==> src/rtl/bv_match_encoder_if.sv <==
// Vector-in / result-out bundle for bv_match_encoder.
// match_count exists only when BV_MATCH_COUNT_EN is defined.
interface bv_match_encoder_if #(
  parameter int BV_W  = 64,
  parameter int IDX_W = 6
);
  logic             bv_in_valid;
  logic [BV_W-1:0]  bv_in;
  logic             bv_in_ready;
  logic             rule_valid;
  logic             rule_hit;
  logic [IDX_W-1:0] rule_id;
`ifdef BV_MATCH_COUNT_EN
  logic [IDX_W:0]   match_count;
`endif

  modport master (
    output bv_in_valid, bv_in,
    input  bv_in_ready, rule_valid, rule_hit, rule_id
`ifdef BV_MATCH_COUNT_EN
    , input match_count
`endif
  );

  modport slave (
    input  bv_in_valid, bv_in,
    output bv_in_ready, rule_valid, rule_hit, rule_id
`ifdef BV_MATCH_COUNT_EN
    , output match_count
`endif
  );
endinterface

==> src/rtl/bv_match_encoder.sv <==
// Lowest-set-bit encoder for a matched-rule vector, scanned one chunk per cycle.
// BV_MATCH_COUNT_EN: full scan with popcount on match_count, no early exit.
module bv_match_encoder #(
  parameter int BV_W    = 64,
  parameter int CHUNK_W = 16,
  parameter int IDX_W   = 6
) (
  input logic              clk,
  input logic              reset,
  bv_match_encoder_if.slave bus
);
  localparam int NCH   = BV_W / CHUNK_W;
  localparam int PTR_W = (NCH > 1) ? $clog2(NCH) : 1;
  localparam int LSB_W = $clog2(CHUNK_W);

  typedef enum logic {IDLE, SCAN} state_t;

  state_t                        state;
  logic [PTR_W-1:0]              ptr;
  logic [NCH-1:0][CHUNK_W-1:0]   shadow;
  logic                          rule_valid_q, rule_hit_q;
  logic [IDX_W-1:0]              rule_id_q;

  logic [CHUNK_W-1:0] chunk;
  logic               nz, last;
  logic [IDX_W-1:0]   cur_id;

  function automatic logic [LSB_W-1:0] lsb_idx(input logic [CHUNK_W-1:0] v);
    lsb_idx = '0;
    for (int i = CHUNK_W-1; i >= 0; i--)
      if (v[i]) lsb_idx = LSB_W'(i);
  endfunction

  assign chunk  = shadow[ptr];
  assign nz     = |chunk;
  assign last   = (ptr == PTR_W'(NCH-1));
  // Chunk pointer forms the high bits of the index directly; no adder needed.
  assign cur_id = IDX_W'({ptr, lsb_idx(chunk)});

  assign bus.bv_in_ready = (state == IDLE);
  assign bus.rule_valid  = rule_valid_q;
  assign bus.rule_hit    = rule_hit_q;
  assign bus.rule_id     = rule_id_q;

`ifdef BV_MATCH_COUNT_EN
  localparam int CNT_W = IDX_W + 1;

  logic             found;
  logic [IDX_W-1:0] found_id;
  logic [CNT_W-1:0] acc, match_count_q;
  logic [LSB_W:0]   pop;

  function automatic logic [LSB_W:0] popcnt(input logic [CHUNK_W-1:0] v);
    popcnt = '0;
    for (int i = 0; i < CHUNK_W; i++)
      popcnt = popcnt + (LSB_W+1)'(v[i]);
  endfunction

  assign pop             = popcnt(chunk);
  assign bus.match_count = match_count_q;
`endif

  always_ff @(posedge clk or negedge reset) begin
    if (!reset) begin
      state        <= IDLE;
      ptr          <= '0;
      shadow       <= '0;
      rule_valid_q <= 1'b0;
      rule_hit_q   <= 1'b0;
      rule_id_q    <= '0;
`ifdef BV_MATCH_COUNT_EN
      found         <= 1'b0;
      found_id      <= '0;
      acc           <= '0;
      match_count_q <= '0;
`endif
    end else begin
      rule_valid_q <= 1'b0;
      case (state)
        IDLE: if (bus.bv_in_valid) begin
          shadow <= bus.bv_in;
          ptr    <= '0;
          state  <= SCAN;
`ifdef BV_MATCH_COUNT_EN
          found    <= 1'b0;
          found_id <= '0;
          acc      <= '0;
`endif
        end
        SCAN: begin
`ifdef BV_MATCH_COUNT_EN
          if (!found && nz) begin
            found    <= 1'b1;
            found_id <= cur_id;
          end
          if (last) begin
            rule_valid_q  <= 1'b1;
            rule_hit_q    <= found | nz;
            rule_id_q     <= found ? found_id : (nz ? cur_id : '0);
            match_count_q <= acc + CNT_W'(pop);
            state         <= IDLE;
          end else begin
            acc <= acc + CNT_W'(pop);
            ptr <= ptr + PTR_W'(1);
          end
`else
          if (nz) begin
            rule_valid_q <= 1'b1;
            rule_hit_q   <= 1'b1;
            rule_id_q    <= cur_id;
            state        <= IDLE;
          end else if (last) begin
            rule_valid_q <= 1'b1;
            rule_hit_q   <= 1'b0;
            rule_id_q    <= '0;
            state        <= IDLE;
          end else begin
            ptr <= ptr + PTR_W'(1);
          end
`endif
        end
        default: state <= IDLE;
      endcase
    end
  end
endmodule

==> src/flat_wrapper.sv <==
// flat-port wrapper written by rule: the top's interface ports become plain ports
module bv_match_encoder_flat 
#(
  parameter int BV_W    = 64,
  parameter int CHUNK_W = 16,
  parameter int IDX_W   = 6
)
  (clk, reset, bus_bv_in_valid, bus_bv_in, bus_bv_in_ready, bus_rule_valid, bus_rule_hit, bus_rule_id);
  bv_match_encoder_if #(.BV_W(BV_W), .IDX_W(IDX_W)) bus_i ();
  input logic clk;
  input logic reset;
  input wire logic [$bits(bus_i.bv_in_valid)-1:0] bus_bv_in_valid;
  input wire logic [$bits(bus_i.bv_in)-1:0] bus_bv_in;
  output wire logic [$bits(bus_i.bv_in_ready)-1:0] bus_bv_in_ready;
  output wire logic [$bits(bus_i.rule_valid)-1:0] bus_rule_valid;
  output wire logic [$bits(bus_i.rule_hit)-1:0] bus_rule_hit;
  output wire logic [$bits(bus_i.rule_id)-1:0] bus_rule_id;
  assign bus_i.bv_in_valid = bus_bv_in_valid;
  assign bus_i.bv_in = bus_bv_in;
  assign bus_bv_in_ready = bus_i.bv_in_ready;
  assign bus_rule_valid = bus_i.rule_valid;
  assign bus_rule_hit = bus_i.rule_hit;
  assign bus_rule_id = bus_i.rule_id;
  bv_match_encoder #(.BV_W(BV_W), .CHUNK_W(CHUNK_W), .IDX_W(IDX_W)) u_core (.clk(clk), .reset(reset), .bus(bus_i));
endmodule
==> config.mk <==
export PLATFORM = sky130hd
export DESIGN_NAME = bv_match_encoder_flat
export DESIGN_NICKNAME = d
export VERILOG_FILES = /design/src/rtl/bv_match_encoder_if.sv /design/src/rtl/bv_match_encoder.sv /design/src/flat_wrapper.sv
export SDC_FILE = /design/constraint.sdc
export NUM_CORES = 1
export LEC_CHECK = 0
export ABC_AREA = 1
export CAP_MARGIN = 20
export CORE_MARGIN = 10
export CORE_UTILIZATION = 51
export DETAILED_ROUTE_END_ITERATION = 8
export GPL_ROUTABILITY_DRIVEN = 0
export PLACE_DENSITY = 0.9
export SETUP_SLACK_MARGIN = 0.3
export SYNTH_ARGS = -nofsm -noshare
export SYNTH_HDL_FRONTEND = slang
export SYNTH_SLANG_ARGS = --single-unit
==> constraint.sdc <==
create_clock -name clk -period 2.1 [get_ports clk]
set_input_delay 0.315 -clock clk [delete_from_list [all_inputs] [get_ports clk]]
set_output_delay 0.315 -clock clk [all_outputs]
set_load 0.01 [all_outputs]
==> metrics.md, run 1 <==
| Metric | Value |
|---|---|
| Post-synthesis mux area share | 18.84% |
| Final setup fails | 0 |
| Worst-path clk slew | 0.08 ns |
| Cell taking the most area after synthesis | dfrtp_1 |
| Final setup skew | between 0.006 and 0.007 ns |
| I/O pins | 76 |
| RSZ-0062 raised after global routing | yes |
| Reg2Reg Depth | 20 |
| Leak pwr | 2.172 nW |
| DR iter-0 viols | 204 |
| Average wire per standard cell | 18.09 um |
| P&R area growth vs syn | 37.92% |
| CP max stage cell | dfrtp_2 |
| Die Span Y | 103.2 um |
| CORE AREA | 6756 sq um |
| Clock network latency to the later pin of the worst-skew pair | roughly 0.35 ns |
| CTS buffer count | 9 |
| Synth Area in Compound Gates | between 7 and 8% |
| Setup slack, reg-to-reg | 0.09 ns |
| Post-DP HPWL | 5902 um |
| Via/cell ratio | 5.601 |
| Die W | 103.2 um |
| Crit path DAT | 2.25 ns |
| Ant diodes | 0 |
| Crit Reg-Reg Startpoint | u_core.ptr[0]$_DFFE_PN0P_ |
| Routed wire length | 9026 um |
| Detail Route Antenna Nets | 0 |
| Ys async rst share | 100.0% |
| TritonRoute pass-1 iters | 4 |
| Worst slew margin | 68.57% |
| Slew Limit Fails | 0 |
| Count of buffers from port buffering | between 70 and 80 |
| CTS tree | yes |
| P per Cell Area | 762.5 nW/um^2 |
| Worst Path Class, Setup | reg -> reg |
| Max Cap Violations | 0 |
| XOR/XNOR Fraction of Synth Area | 0% |
| Clock Tree Buf Depth | 2 |
| Final setup margin | 0.09079 ns |
| GRT Total Usage | 16.05% |
| Vias in the first global route | between 2000 and 3000 |
| Max Freq | roughly 500 MHz |
| Top cell type's share of synthesized area | roughly 53% |
| Most common cell after layout, fill and taps aside | dfrtp_1 |
| Crit. Startpoint | u_core.ptr[0]$_DFFE_PN0P_ |
| Actual slew at the worst max-slew pin | 0.4715 ns |
| CP most frequent cell | nand2_1 |
| Top FF cell, synth | dfrtp_1 |
| Most frequent cells in the layout | dfrtp_1, clkdlybuf4s50_1, nand2_1, mux2_2, nand2_2 |
| Status | complete, no violations |
| H-tree depth | 3 |
| Syn Std Cell Area | 3527 sq um |
| Crit end category | flip-flop |
| Area share of fa/ha/maj cells after synthesis | 0.3547% |
| Layout Nets | 482 |
| Root Driver | clkbuf_8 |
| Flops & latches, synth | 75 |
| First-pass GRT wire length | 13370 um |
| Sink Count | 75 |
| Max incr delay on CP | 0.42 ns |
| Tmin final | 2.009 ns |
| Drt drc | 0 |
| Largest family of logic cells by synthesized area | multiplexers |
| Worst setup path end | u_core.bus.rule_id[0]$_DFFE_PN0P_ |
| Critical path data required time | between 2 and 2.5 ns |
| Grt ovf | 0 |
| Fill cells | between 400 and 500 |
| Initial Util | 52.20% |
| Synth Warn # | 0 |
| Ranking of synthesized cells by area | dfrtp_1, mux2_2, nand2_1 |
| Initial antenna violation count | 0 |
| Post-synthesis sequential area ratio | about 53% |
| DR vias | 2795 |
| Fin crit share | 95.68% |
| Worst min-delay path class | in -> async |
| Largest net degree at the start of global routing | about 70 |
| Setup TNS | 0 ns |
| CP max FO | 7 |
| Row count | 30 |
| Synth cell types | 29 |
| Number of flops mapped to enable cells by yosys | 0 |
| Layout cell share with drive strength beyond 1 | 36.75% |
| Launching element type of the critical path | flip-flop |
| Cells after synthesis | approximately 320 |
| Pre-CTS setup slack | 0.1828 ns |
| Max IR drop VDD | 0.0006447 V |
| Worst path cell trace | buf_6 -> buf_12 -> nand2_4 -> nand3_2 -> nand2_2 -> nand2_1 -> nand2_1 -> nand2_1 -> nand2_1 -> nand2_1 -> nand2_1 -> nand2_1 -> nand2_1 -> nand2_1 -> nand2_1 -> nand2_1 -> nand2_1 -> nand2_1 -> nand2_1 -> nand2_1 |
| Die area | 10640 sq um |
| Final hold vios | 0 |
| Area share of and/or/nand/nor cells after synthesis | 14.62% |
| Avg Cell Area, Syn | 10.89 sq um |
| RR Endpoint | u_core.bus.rule_id[0]$_DFFE_PN0P_ |
| Post-synth net total | between 300 and 400 |
[synthesized netlist by cell type (3+ instances only)]
| cell type | instances |
|---|---|
| a32o_1 | 8 |
| nor2_1 | 11 |
| nor2_2 | 4 |
| buf_1 | 3 |
| nand2_2 | 6 |
| a21oi_1 | 15 |
| buf_6 | 9 |
| nand3_1 | 13 |
| o21ai_1 | 8 |
| inv_1 | 7 |
| dfrtp_1 | 75 |
| mux2_2 | 59 |
| clkbuf_1 | 3 |
| nand2_1 | 82 |
[layer usage]
| metal | GRT usage (%) | vias to the layer above | part of all wire, % |
|---|---|---|---|
| met1 | 18.75 | 1383 | 38 |
| met2 | 26.47 | 110 | 52 |
| met3 | 5.898 | 21 | 7.5 |
| met5 | 0 | - | 0 |
| met4 | 5.775 | 0 | 2.3 |
| li1 | - | 1281 | - |
[flip-flops by register name, summed over array words and instances (netlist names)]
name                   count
u_core.bus.rule_valid      1
u_core.ptr                 2
u_core.shadow             64
u_core.state               1
u_core.bus.rule_hit        1
u_core.bus.rule_id         6
[area by class of cell]
type                       instances  area [sq um]  share of cell area, %
clock buffer                      10         137.6                  2.829
clock inverter                     6         88.84                  1.826
inverter                          11         56.30                  1.157
multi-input combinational        221          1622                  33.33
sequential                        75          1878                  38.61
tap                               80         100.1                  2.058
timing repair buffer              95         973.4                  20.01
timing repair inverter             1         8.758                 0.1800
[cell families (layout without fill, tap and decap cells)]
| group | after synthesis | in the layout |
|---|---|---|
| AND/OR/NAND/NOR | 120 | 120 |
| flip-flops | 75 | 75 |
| multiplexers | 59 | 59 |
| AO/OA/AOI/OAI | 41 | 41 |
| buffers and inverters | 28 | 123 |
| adder cells (fa/ha/maj) | 1 | 1 |
[worst max-delay path: cells and delay by family (launching register included)]
| kind | cells | cell delay [ns] |
|---|---|---|
| and+or+nand+nor | 18 | 1.16 |
| DFF | 1 | 0.42 |
| buffers and inverters | 2 | 0.30 |
[worst min path at each step]
| stage | cells past startpoint | endpoint | slack (ns) | start |
|---|---|---|---|---|
| after floorplan | 0 | u_core.bus.rule_hit$_DFFE_PN0P_ | 0.02 | reset |
| after global placement | 1 | u_core.shadow[31]$_DFFE_PN0P_ | 0.30 | reset |
| after detailed placement | 1 | u_core.shadow[47]$_DFFE_PN0P_ | 0.30 | reset |
| after CTS | 2 | u_core.shadow[47]$_DFFE_PN0P_ | 0.48 | reset |
| after global routing | 2 | u_core.shadow[47]$_DFFE_PN0P_ | 0.50 | reset |
| final | 2 | u_core.shadow[15]$_DFFE_PN0P_ | 0.46 | reset |
[where the power goes]
group / switching, mW / internal (mW) / total (mW)
Clock: 0.533 / 0.701 / 1.23
Sequential: 0.128 / 1.64 / 1.77
Combinational: 0.308 / 0.400 / 0.708
[timing repair]
action | in CTS | in global routing
pin swaps | 16 | 18
cloned | 3 | 0
endpoints found under the hold margin | 35 | 0
resized for setup | 29 | 33
hold buffers | 1 | 0
endpoints found under the setup margin | 10 | 12
setup buffers | 7 | 4
[per-stage QoR]
stage	power, mW	cells	util [%]	hold slack [ns]	instance area [sq um]
final	3.710	499	72.00	0.4594	4865
after global placement	2.390	468	63.81	0.2968	4312
after detailed placement	2.425	468	63.81	0.2988	4312
after global routing	3.878	499	72.00	0.5015	4865
after floorplan	2.126	324	-	0.01941	3527
after CTS	3.672	495	69.43	0.4810	4691
Note: power is estimated with default switching activity, not from simulation.
==> run 2, diff against run 1 <==
==> constraint.sdc (replaced) <==
create_clock -name clk -period 2.2 [get_ports clk]
set_input_delay 0.33 -clock clk [delete_from_list [all_inputs] [get_ports clk]]
set_output_delay 0.33 -clock clk [all_outputs]
set_load 0.01 [all_outputs]
==> run 2 against run 1 <==
Compared with the run above: final cell count down 3.0%; global-route usage shrank 0.51 points; count of clock-buffer cells in the layout is 1 lower; register-to-register slack improved by 0.23 ns; clock skew down 0.00055 ns; sequential cell count unchanged; hold slack got worse by 0.37 ns; sequential power shrank 6%; critical endpoint is now u_core.bus.rule_id[5]$_DFFE_PN0P_; sequential share of layout area increased by 2.8 points; combinational power decreased by 14%; via count decreased by 6.3%; highest routed layer unchanged; die area is the same.
==> metrics.md, run 2 (synthesis gave the netlist of run 1 again) <==
| Metric | Value |
|---|---|
| Status | complete, no violations |
| Area of the multi-input gates | 1470 sq um (-9.3%) |
| Slew Limit Fails | 0 (unchanged) |
| Max IR drop VDD | 0.0005576 V (-14%) |
| Switching pwr | 0.8733 mW (-9.9%) |
| Crit end category | flip-flop |
| DR iter-0 viols | 89 (-56%) |
| Worst-path clk slew | 0.08 ns (about the same) |
| P&R area growth vs syn | 28.63% |
| Tmin final | 1.882 ns (-0.1269 ns) |
| Ant diodes | 0 (unchanged) |
| Hold buffers post-CTS | 0 (-1) |
| Max Cap Violations | 0 (unchanged) |
| Average wire per standard cell | 16.46 um (-9.0%) |
| Drt drc | 0 (unchanged) |
| Via/cell ratio | 5.411 (-3.4%) |
| Vias in the first global route | 2679 (-6.5%) |
| Seq pwr share | 48.7% (+1.0 points) |
| Layout Nets | 467 (-3.1%) |
| Min Hold Slack | 0.09186 ns (-0.3675 ns) |
| Worst Path Class, Setup | reg -> reg |
| Clock Power Share | 33.5% (+0.2 points) |
| Delay-heaviest family, CP | compound AO/OA/AOI/OAI gates |
| Biggest register | u_core.shadow |
| H-tree depth | 3 (unchanged) |
| GRT Total Usage | 15.55% (-0.51 points) |
| Critical path data required time | 2.43 ns (+0.09 ns) |
| Most frequent cells in the layout | nand2_1, clkdlybuf4s50_1, dfrtp_1, mux2_2, a21oi_1 |
| I/O pins | 76 (unchanged) |
| Actual slew at the worst max-slew pin | 0.9124 ns (+0.4409 ns) |
| Largest net degree at the start of global routing | 76 (+5.6%) |
| Launching element type of the critical path | flip-flop |
| Count of buffers from port buffering | 75 (unchanged) |
| Layout cell share with drive strength beyond 1 | 26.49% (-10 points) |
| Detail Route Antenna Nets | 0 (unchanged) |
| CTS tree | yes |
| Die W | 103.2 um (unchanged) |
| CP max FO | 16 (+9) |
| Clock Tree Buf Depth | 2 (unchanged) |
| P per Cell Area | 755.8 nW/um^2 (-0.88%) |
| Most common cell after layout, fill and taps aside | nand2_1 |
| FF/Latch Area | 1878 sq um (unchanged) |
| CP most frequent cell | nand2_1 |
| Die area | 10640 sq um (unchanged) |
| CP max stage cell | dfrtp_2 |
| Leak pwr | 1.993 nW (-8.2%) |
| Max incr delay on CP | 0.47 ns (+0.05 ns) |
| Clock network latency to the later pin of the worst-skew pair | 0.35 ns (about the same) |
| Die Span Y | 103.2 um (unchanged) |
| Cell Count, Final, Fillers Out | 484 (-3.0%) |
| Crit path DAT | 2.11 ns (-0.14 ns) |
| Worst min-delay path class | in -> async |
| Worst path cell trace | buf_4 -> inv_6 -> nand2_1 -> a32o_2 -> nand2_1 -> nor2_2 -> nand2_2 -> nor2_4 -> a21oi_2 -> inv_2 -> nand2_1 -> o21ai_1 |
| Final setup skew | 0.005961 ns (-0.0005542 ns) |
| Worst slew margin | 39.17% (-29 points) |
| Utilization after layout | 67.15% (-4.9 points) |
| RSZ-0062 raised after global routing | yes |
| Final setup fails | 0 (unchanged) |
| Reg2Reg Depth | 12 (-40%) |
| Cell depth of the worst setup path | 12 (-40%) |
| Design internal power | 2.556 mW (-6.7%) |
| CP Buf/Inv Count | 3 (+1) |
| Logic pwr share | 17.8% (-1.3 points) |
| First-pass GRT wire length | 12850 um (-3.8%) |
| Setup TNS | 0 ns (unchanged) |
| Fin crit share | 85.56% (-10 points) |
| Grt ovf | 0 (unchanged) |
| Max FFs per register | 64 (unchanged) |
| Routed wire length | 7966 um (-12%) |
| Initial Util | 52.20% (unchanged) |
| DR vias | 2619 (-6.3%) |
| CORE AREA | 6756 sq um (unchanged) |
| Switching share of total power | 25.47% (-0.66 points) |
| Fill cells | 507 (+18%) |
| Final hold vios | 0 (unchanged) |
| Root Driver | clkbuf_8 |
| Placed insts | 466 (-0.43%) |
| Post-DP HPWL | 5639 um (-4.5%) |
| Max Freq | 531.3 MHz (+6.7%) |
| CTS buffer count | 9 (unchanged) |
| Sink Count | 75 (unchanged) |
| TritonRoute pass-1 iters | 4 (unchanged) |
| Initial antenna violation count | 0 (unchanged) |
| Row count | 30 (unchanged) |
-- run 2: path summary, 6_finish.rpt --
path	start	to	slack (ns)
worst max-delay path	u_core.ptr[0]$_DFFE_PN0P_	u_core.bus.rule_id[5]$_DFFE_PN0P_	0.32
worst min-delay path	reset	u_core.shadow[31]$_DFFE_PN0P_	0.09
worst max register to register	u_core.ptr[0]$_DFFE_PN0P_	u_core.bus.rule_id[5]$_DFFE_PN0P_	0.32
worst min register to register	u_core.bus.rule_hit$_DFFE_PN0P_	u_core.bus.rule_hit$_DFFE_PN0P_	0.50
max in group asynchronous	reset	u_core.ptr[0]$_DFFE_PN0P_	1.47
min in group clk	u_core.bus.rule_hit$_DFFE_PN0P_	u_core.bus.rule_hit$_DFFE_PN0P_	0.50
-- run 2: cell type report --
type                    count  area share (%)
multi-input cells         221           32.40
well taps                  80           2.206
inverters                  11           1.076
flip-flops and latches     75           41.40
clock buffers               9           2.730
repair inverters            1          0.1931
repair buffers             80           17.95
clock inverters             7           2.041
-- run 2: metrics by stage --
stage | power (mW) | instance area [sq um] | setup WS (ns)
4_1_cts | 3.459 | 4507 | 0.3120
3_3_place_gp | 2.275 | 4284 | 0.3924
5_1_grt | 3.598 | 4537 | 0.1671
6_report | 3.429 | 4537 | 0.3177
2_1_floorplan | 2.030 | 3527 | 0.5164
3_5_place_dp | 2.307 | 4284 | 0.3187
-- run 2: layer usage --
| metal | part of all wire (%) | vias up | global-route usage [%] | wire length (um) |
|---|---|---|---|---|
| li1 | - | 1246 | - | - |
| met1 | 42 | 1285 | 18.47 | 3359 |
| met2 | 50 | 77 | 25.79 | 3993 |
| met3 | 6.4 | 11 | 5.094 | 512 |
| met4 | 1.3 | 0 | 5.455 | 101 |
| met5 | 0 | - | 0 | 0 |
-- run 2: worst register-to-register path: cells and delay by family (launching register included) --
kind / cells / cell delay [ns]
buffers and inverters: 3 / 0.38
AOI/OAI and AO/OA: 3 / 0.47
and+or+nand+nor: 6 / 0.44
DFF: 1 / 0.47
-- run 2: power groups by stage --
stage          sequential (mW)  combinational (mW)  clock, mW
5_1_grt                   1.70               0.675       1.23
6_report                  1.67               0.610       1.15
4_1_cts                   1.67               0.616       1.17
3_3_place_gp              1.69               0.589          0
2_1_floorplan             1.66               0.368          0
3_5_place_dp              1.70               0.611          0
-- run 2: repair_timing --
action / in CTS / in global routing
pin swaps: 0 / 1
endpoints found under the setup margin: 1 / 10
gates resized for setup: 2 / 8
gates cloned: 0 / 1
buffers inserted: 0 / 1
